--- config.mk ---
export PLATFORM = sky130hd
export DESIGN_NAME = id_stage
export DESIGN_NICKNAME = d
export VERILOG_FILES = /design/src/rtl/id_stage.sv
export SDC_FILE = /design/constraint.sdc
export NUM_CORES = 2
export LEC_CHECK = 0
export CORE_ASPECT_RATIO = 1.5
export CORE_MARGIN = 2
export CORE_UTILIZATION = 55
export DETAILED_ROUTE_END_ITERATION = 8
export PLACE_DENSITY = 0.73
export REMOVE_ABC_BUFFERS = 1
export SLEW_MARGIN = 40
export SYNTH_ARGS = -nofsm -noshare
export SYNTH_HDL_FRONTEND = slang
export SYNTH_SLANG_ARGS = --single-unit
--- constraint.sdc ---
create_clock -name clk -period 2.1 [get_ports clk]
set_input_delay 0.42 -clock clk [delete_from_list [all_inputs] [get_ports clk]]
set_output_delay 0.42 -clock clk [all_outputs]
set_load 0.02 [all_outputs]
--- src/rtl/id_stage.sv ---
// MIPS instruction-decode stage: 32x32 register file, operand select, I-type funct
// rewrite, load-use bubble insertion. Optional macro WB_BYPASS_EN forwards writeback to reads.
module id_stage (
  input  logic        clk,
  input  logic        rst_n,
  input  logic        in_valid,
  output logic        in_ready,
  input  logic [31:0] in_ins,
  output logic        out_valid,
  input  logic        out_ready,
  output logic [31:0] op1,
  output logic [31:0] op2,
  output logic [31:0] ins,
  output logic [4:0]  dest,
  output logic        reg_write,
  output logic        mem_read,
  output logic        mem_write,
  input  logic        wb_we,
  input  logic [4:0]  wb_addr,
  input  logic [31:0] wb_data
);

  localparam logic [5:0] OP_RTYPE = 6'b000000;
  localparam logic [5:0] OP_ADDI  = 6'b001000;
  localparam logic [5:0] OP_ADDIU = 6'b001001;
  localparam logic [5:0] OP_ANDI  = 6'b001100;
  localparam logic [5:0] OP_ORI   = 6'b001101;
  localparam logic [5:0] OP_LW    = 6'b100011;
  localparam logic [5:0] OP_SW    = 6'b101011;

  localparam logic [5:0] FN_ADD  = 6'b100000;
  localparam logic [5:0] FN_ADDU = 6'b100001;
  localparam logic [5:0] FN_AND  = 6'b100100;
  localparam logic [5:0] FN_OR   = 6'b100101;
  localparam logic [5:0] FN_JR   = 6'b001000;

  logic [31:0] regs_q [32];
  logic [31:0] regs_d [32];

  logic        out_valid_q, out_valid_d;
  logic [31:0] op1_q, op1_d;
  logic [31:0] op2_q, op2_d;
  logic [31:0] ins_q, ins_d;
  logic [4:0]  dest_q, dest_d;
  logic        reg_write_q, reg_write_d;
  logic        mem_read_q, mem_read_d;
  logic        mem_write_q, mem_write_d;

  logic [5:0]  opcode;
  logic [4:0]  rs, rt, rd;
  logic [5:0]  funct;
  logic [15:0] imm;
  logic [31:0] imm_sext, imm_zext;
  logic        rt_src;
  logic [31:0] rs_val, rt_val;

  logic [31:0] dec_op1, dec_op2, dec_ins;
  logic [4:0]  dec_dest;
  logic        dec_rw, dec_mr, dec_mw;

  logic        hazard, wb_stall, accept;

  assign opcode   = in_ins[31:26];
  assign rs       = in_ins[25:21];
  assign rt       = in_ins[20:16];
  assign rd       = in_ins[15:11];
  assign funct    = in_ins[5:0];
  assign imm      = in_ins[15:0];
  assign imm_sext = {{16{imm[15]}}, imm};
  assign imm_zext = {16'h0000, imm};
  assign rt_src   = (opcode == OP_RTYPE) || (opcode == OP_SW);

  // Register reads; with bypass the in-flight writeback wins over the array.
  always_comb begin
    rs_val = (rs == 5'd0) ? 32'h0 : regs_q[rs];
    rt_val = (rt == 5'd0) ? 32'h0 : regs_q[rt];
`ifdef WB_BYPASS_EN
    if (wb_we && (wb_addr != 5'd0) && (wb_addr == rs)) rs_val = wb_data;
    if (wb_we && (wb_addr != 5'd0) && (wb_addr == rt)) rt_val = wb_data;
`endif
  end

  always_comb begin
    dec_op1  = 32'h0;
    dec_op2  = 32'h0;
    dec_ins  = 32'h0;
    dec_dest = 5'd0;
    dec_rw   = 1'b0;
    dec_mr   = 1'b0;
    dec_mw   = 1'b0;
    unique case (opcode)
      OP_RTYPE: begin
        dec_op1 = rs_val;
        dec_op2 = rt_val;
        dec_ins = in_ins;
        if ((in_ins != 32'h0) && (funct != FN_JR)) begin
          dec_dest = rd;
          dec_rw   = 1'b1;
        end
      end
      OP_ADDI: begin
        dec_op1  = rs_val;
        dec_op2  = imm_sext;
        dec_ins  = {in_ins[31:6], FN_ADD};
        dec_dest = rt;
        dec_rw   = 1'b1;
      end
      OP_ADDIU: begin
        dec_op1  = rs_val;
        dec_op2  = imm_sext;
        dec_ins  = {in_ins[31:6], FN_ADDU};
        dec_dest = rt;
        dec_rw   = 1'b1;
      end
      OP_ANDI: begin
        dec_op1  = rs_val;
        dec_op2  = imm_zext;
        dec_ins  = {in_ins[31:6], FN_AND};
        dec_dest = rt;
        dec_rw   = 1'b1;
      end
      OP_ORI: begin
        dec_op1  = rs_val;
        dec_op2  = imm_zext;
        dec_ins  = {in_ins[31:6], FN_OR};
        dec_dest = rt;
        dec_rw   = 1'b1;
      end
      OP_LW: begin
        dec_op1  = rs_val;
        dec_op2  = imm_sext;
        dec_ins  = {in_ins[31:6], FN_ADDU};
        dec_dest = rt;
        dec_rw   = 1'b1;
        dec_mr   = 1'b1;
      end
      OP_SW: begin
        dec_op1 = rs_val;
        dec_op2 = imm_sext;
        dec_ins = {in_ins[31:6], FN_ADDU};
        dec_mw  = 1'b1;
      end
      default: ;
    endcase
  end

  // A load in ID/EX cannot feed the instruction right behind it; hold it one cycle.
  always_comb begin
    hazard = out_valid_q && mem_read_q && (dest_q != 5'd0) &&
             ((dest_q == rs) || (rt_src && (dest_q == rt)));
`ifdef WB_BYPASS_EN
    wb_stall = 1'b0;
`else
    wb_stall = wb_we && (wb_addr != 5'd0) &&
               ((wb_addr == rs) || (rt_src && (wb_addr == rt)));
`endif
  end

  assign in_ready = (!out_valid_q || out_ready) && !hazard && !wb_stall;
  assign accept   = in_valid && in_ready;

  always_comb begin
    out_valid_d = out_valid_q;
    op1_d       = op1_q;
    op2_d       = op2_q;
    ins_d       = ins_q;
    dest_d      = dest_q;
    reg_write_d = reg_write_q;
    mem_read_d  = mem_read_q;
    mem_write_d = mem_write_q;
    if (accept) begin
      out_valid_d = 1'b1;
      op1_d       = dec_op1;
      op2_d       = dec_op2;
      ins_d       = dec_ins;
      dest_d      = dec_dest;
      reg_write_d = dec_rw;
      mem_read_d  = dec_mr;
      mem_write_d = dec_mw;
    end else if (out_ready) begin
      out_valid_d = 1'b0;
      op1_d       = 32'h0;
      op2_d       = 32'h0;
      ins_d       = 32'h0;
      dest_d      = 5'd0;
      reg_write_d = 1'b0;
      mem_read_d  = 1'b0;
      mem_write_d = 1'b0;
    end
  end

  always_comb begin
    regs_d = regs_q;
    if (wb_we && (wb_addr != 5'd0)) regs_d[wb_addr] = wb_data;
    regs_d[0] = 32'h0;
  end

  always_ff @(posedge clk or negedge rst_n) begin
    if (!rst_n) begin
      out_valid_q <= 1'b0;
      op1_q       <= 32'h0;
      op2_q       <= 32'h0;
      ins_q       <= 32'h0;
      dest_q      <= 5'd0;
      reg_write_q <= 1'b0;
      mem_read_q  <= 1'b0;
      mem_write_q <= 1'b0;
      for (int i = 0; i < 32; i++) regs_q[i] <= 32'h0;
    end else begin
      out_valid_q <= out_valid_d;
      op1_q       <= op1_d;
      op2_q       <= op2_d;
      ins_q       <= ins_d;
      dest_q      <= dest_d;
      reg_write_q <= reg_write_d;
      mem_read_q  <= mem_read_d;
      mem_write_q <= mem_write_d;
      for (int i = 0; i < 32; i++) regs_q[i] <= regs_d[i];
    end
  end

  assign out_valid = out_valid_q;
  assign op1       = op1_q;
  assign op2       = op2_q;
  assign ins       = ins_q;
  assign dest      = dest_q;
  assign reg_write = reg_write_q;
  assign mem_read  = mem_read_q;
  assign mem_write = mem_write_q;

endmodule

* Word-level counts from Yosys, hierarchy flattened
Index checks and enable logic that the tools add are counted.
Word-level totals: word-level logic and storage cells 119, register bits 1097, output and inout port bits 106, input bits 74
Operators by class: mux-type cells 31, bitwise logic cells 3, reductions and logical operators 31, order comparisons 4, equality and inequality tests 11
Operators by type and width (count):
- 1024-bit bitwise mux | 1
- 32-bit two-way mux | 12
- 32-bit binary-select mux with 5-bit select | 2
- 32-bit demux with 5-bit select | 1
- 32-bit one-hot mux with 5 select lines | 1
- 32-bit one-hot mux with 3 select lines | 1
- 32-bit nonzero test | 1
- 6-bit by 4-bit == test with 1-bit output, second input constant | 4
- 5-bit == test | 4
- 6-bit greater-or-equal comparator, second input constant | 3
- 5-bit NOT with 6-bit output | 3
- 5-bit two-way mux | 3
- 6-bit == test, second input constant | 2
- 1-bit logical AND | 12
- 5-bit zero test | 2
- 5-bit one-hot mux with 2 select lines | 1
- 5-bit nonzero test | 2
- 1-bit two-way mux | 8
- 7-bit OR reduction | 1
- 6-bit zero test | 1
- 6-bit by 1-bit < comparator with 1-bit output, second input constant | 1
- 6-bit by 4-bit != test with 1-bit output, second input constant | 1
- 5-bit OR reduction | 1
- 1-bit logical OR | 4
- 6 further kinds | 8

* Depth between registers and ports, before layout
depth after elaboration 10, mapped depth 11

* Worst setup path before layout
OpenSTA, ideal clock, no wires.
kind input-to-reg, from in in_ins[16], to reg op2_q[19], in the netlist op2[19], stages 9, data arrival time 2.384 ns, setup slack -0.421 ns, setup time 0.138 ns, data required time 1.962 ns, cell sequence buf_2 -> buf_4 -> buf_2 -> buf_2 -> mux4_2 -> mux2i_1 -> nor3_1 -> o41ai_1 -> o21ai_0
On the way: cells in the longest elaborated chain, start to end 9
Ends and longest elaborated chain:
- start, declared | line 8 | input logic [31:0] in_ins,
- branches (longest 9 deep; another with 32-bit binary-select mux with 5-bit select)
- end signal, assigned | line 212 | op2_q <= op2_d;
- end, declared | line 42 | logic [31:0] op2_q, op2_d;
Parallel ways; which one is timed is not known. The select of a mux whose other input is x is not followed. A chain may end at the register's enable or synchronous reset.

* Final worst setup path
from reg dest_q[4], in the netlist dest[4], to reg op1_q[31], in the netlist op1[31]
On the way: cells in the longest elaborated chain, start to end 9
Ends and longest elaborated chain:
- start, declared | line 44 | logic [4:0] dest_q, dest_d;
- start signal, assigned | line 214 | dest_q <= dest_d;
- 5-bit == test | line 150 | ((dest_q == rs) || (rt_src && (dest_q == rt)));
- 1-bit logical AND | line 150
- 1-bit logical OR | line 150
- 1-bit logical AND * | line 149 | hazard = out_valid_q && mem_read_q && (dest_q != 5'd0) &&
- 1-bit zero test * | line 159 | assign in_ready = (!out_valid_q || out_ready) && !hazard && !wb_stall;
- 1-bit logical AND * (2 in series) | line 159
- 1-bit logical AND * | line 160 | assign accept = in_valid && in_ready;
- 32-bit two-way mux / 2-bit nonzero test (equally long branches)
- end signal, assigned | line 211 | op1_q <= op1_d;
- end, declared | line 41 | logic [31:0] op1_q, op1_d;
Mark *: on every way between the ends. The rest lies on a longest branch, timed or not.

==> flow_metrics.env <==
export IMPL_critPathArrivalTime_ps=3440
export IMPL_cts_buffer_depth=3
export IMPL_violations="negative setup slack"
export IMPL_io_pins=180
export IMPL_drv_cap=0
export IMPL_p_total_mw=61.94
export IMPL_initial_core_util_pct=55.61
export IMPL_grt_usage_pct=37.08
export IMPL_grt_ovfl_total=0
export IMPL_insertion_delay_ps=720
export IMPL_rsz0062_at_grt="yes"
export IMPL_netlist_area_um2=58020
export IMPL_min_period_over_period_pct=134.4
export IMPL_hold_violations=0
export IMPL_status="finished with violations"
export IMPL_yosysSeqAreaShare_pct=47.32
export IMPL_clkTransAtPathRegs_ps=70
export IMPL_yosysMostFrequentCell="dfrtp_1"
export IMPL_fill_cells=7165
export IMPL_slew_headroom_pct=53.60
export IMPL_grt_max_degree=84
export IMPL_setup_tns_ps=-58930
export IMPL_finalCriticalPeriod_ps=2823
export IMPL_cts_htree_levels=3
export IMPL_antenna_found_initial=4
export IMPL_power_internal_mw=45.07
export IMPL_switching_share_pct=27.24
export IMPL_cts_tree="done"
export IMPL_synth_top_cell_area_share_pct=47.32
export IMPL_peakVddDrop_v=0.0006794
export IMPL_core_area_um2=104300
export IMPL_setup_violations=105
export IMPL_clkPwrFrac_pct=32.9
export IMPL_synth_seq_cells=1097
export IMPL_area_delta_synth_final_pct=21.62
export IMPL_io_buffers=179
export IMPL_synthFlopType="dfrtp_1"
export IMPL_startpoint_type="flop"
export IMPL_root_buffer="clkbuf_16"
export IMPL_crit_fanout=7
export IMPL_ant_nets=0
export IMPL_grt_pass1_wl_um=294100
export IMPL_yosysTopAreaCell="dfrtp_1"
export IMPL_rows=145
export IMPL_die_w_um=269.2
export IMPL_critPathRequiredTime_ps=2710
export IMPL_crit_path_end_kind="flop"
export IMPL_synth_area_top_cells="dfrtp_1 (47%), mux2_2 (21%), mux4_2 (18%), mux2i_1 (2.3%), clkbuf_1 (1.4%)"
export IMPL_fin_skew_ps=21.87
export IMPL_leakagePower_nw=31.17
export IMPL_routed_wl_um=200300
export IMPL_path_class="reg2reg"
export IMPL_synth_cells=4029
export IMPL_drc=0
export IMPL_dp_hpwl_um=132900
export IMPL_dieArea_um2=108200
export IMPL_p_seq_share_pct=45.1
export IMPL_ys_warnings_count=0
export IMPL_drt_first_iter_violations=4729
export IMPL_p_sw_mw=16.87
export IMPL_grt_pass1_vias=43130
export IMPL_firstDrtPassIters=8
export IMPL_fp_dieH_um=401.8
export IMPL_num_nets_final=4569
export IMPL_drt_wirelength_per_cell_um=33.54
export IMPL_num_vias=41680
export IMPL_p_comb_share_pct=22.0
export IMPL_synth_edff_count=0
export IMPL_synth_distinct_cells=65
export IMPL_finalMaxSlewViolations=0
export IMPL_gp_congestion=0.9125
export IMPL_max_freq_mhz=354.2
export IMPL_numCtsBuffers=103
export IMPL_cts_sinks=1097
export IMPL_async_flop_share_pct=100.0
export IMPL_whs_ps=37.71
export IMPL_power_density_nw_per_um2=877.8
export IMPL_min_path_type="in2reg"
export IMPL_worst_slack_ps=-723.1
export IMPL_syn_mean_instance_area_um2=14.40
export IMPL_tightest_slew_ps=678.4
export IMPL_via_per_inst=6.980
export IMPL_drive_above_1_share_pct=52.39
export IMPL_synth_cells_most_frequent="dfrtp_1 (1097), mux2_2 (1081), mux4_2 (454)"
cell type report:
cell class	count	area, µm²	area share [%]
multi-input combinational	2502	29060	41.18
inverter	8	30.03	0.04256
antenna	5	12.51	0.01773
sequential	1097	27450	38.91
clock inverter	37	648.1	0.9185
tap	1396	1747	2.475
clock buffer	143	2968	4.206
timing repair buffer	783	8648	12.26
logic make-up (layout without fill, tap and decap cells):
logic type             after synthesis  in the layout  synth area share, %
flip-flops                        1097           1097                47.32
AND/OR/NAND/NOR                    411            411                3.278
AO/OA/AOI/OAI                      401            401                4.891
XOR/XNOR                            20             20               0.3019
multiplexers                      1670           1670                40.93
buffers and inverters              430            971                3.278
other                                0              5                    0
through the flow:
| step | cell area [µm²] | setup slack [ps] | cells | util (%) |
|---|---|---|---|---|
| 6_report | 70560 | -723.1 | 5971 | 67.64 |
| 3_3_place_gp | 66000 | -1048 | 5744 | 63.27 |
| 2_1_floorplan | 56150 | -2820 | 3607 | - |
| 4_1_cts | 70250 | -722.9 | 5956 | 67.35 |
| 5_1_grt | 70550 | -765.7 | 5966 | 67.63 |
| 3_5_place_dp | 66000 | -1102 | 5744 | 63.27 |
sequential cells by signal, indices dropped and copies added (netlist names):
register	cells
dest	5
ins	32
mem_read	1
mem_write	1
op1	32
op2	32
out_valid	1
reg_write	1
regs_q	992
path summary, 6_finish.rpt:
check,start,end,slack [ps],cells after the start
setup / recovery,dest[4],op1[31],-720,13
hold / removal,in_ins[25],ins[25],40,3
setup reg to reg,dest[4],op1[31],-720,13
hold reg to reg,op1[23],op1[23],500,1
max in group asynchronous,rst_n,regs_q[240],1000,4
min in group asynchronous,rst_n,regs_q[108],210,2
worst max-delay path, stage by stage, from the launching register on:
cell and delay (ps):
dfrtp_1 370, or4_4 540, o21ai_4 160, buf_4 130, buf_6 100, o41ai_4 70
and4b_4 390, buf_6 120, buf_12 110, nor2_4 40, buf_12 160, buf_12 130
buf_16 150, a22o_1 220
per-layer routing:
| metal | wire (µm) | global-route usage (%) |
|---|---|---|
| met5 | 13 | 0 |
| met4 | 16480 | 25.77 |
| met3 | 18800 | 8.438 |
| met2 | 93580 | 58.21 |
| met1 | 71400 | 45.83 |
power groups by stage:
stage	Combinational (mW)	Sequential, mW	Clock, mW
2_1_floorplan	8.42	27.1	0
3_3_place_gp	12.7	27.8	0
3_5_place_dp	13.1	28.1	0
4_1_cts	13.5	27.7	20.5
5_1_grt	14.4	28.3	21.3
6_report	13.6	27.9	20.4
cells in the final DEF (no fill, tap or decap), types with 11 or more instances in the layout:
| cell | instances |
|---|---|
| mux2i_1 | 135 |
| a2111oi_0 | 12 |
| mux4_2 | 454 |
| clkbuf_16 | 108 |
| nand2_1 | 160 |
| a211oi_1 | 18 |
| nand2b_1 | 11 |
| nand3_1 | 38 |
| clkinv_2 | 13 |
| and3_1 | 13 |
| nand2_2 | 15 |
| nor2_4 | 18 |
| nor2_1 | 58 |
| nor3_1 | 27 |
| a22oi_1 | 34 |
| mux2_2 | 1081 |
| a221oi_1 | 24 |
| o21ai_1 | 26 |
| clkbuf_1 | 16 |
| buf_4 | 416 |
| clkdlybuf4s50_1 | 61 |
| o2bb2ai_1 | 38 |
| nor2b_1 | 13 |
| dfrtp_1 | 1096 |
| dlygate4sd2_1 | 105 |
| a22o_1 | 44 |
| o211ai_1 | 15 |
| buf_16 | 13 |
| bufinv_16 | 17 |
| clkbuf_8 | 26 |
| xnor2_1 | 15 |
| buf_12 | 162 |
| a21oi_1 | 48 |
| o21ai_0 | 62 |
repair_timing:
action | 4_1_cts | 5_1_grt
resized for setup | 179 | 36
setup endpoints to repair | 210 | 143
hold endpoints to repair | 117 | 0
pin swaps | 6 | 5
buffers inserted | 19 | 6
gates cloned | 12 | 5
hold buffers | 1 | 0
Power figures use the tool's default switching activity.
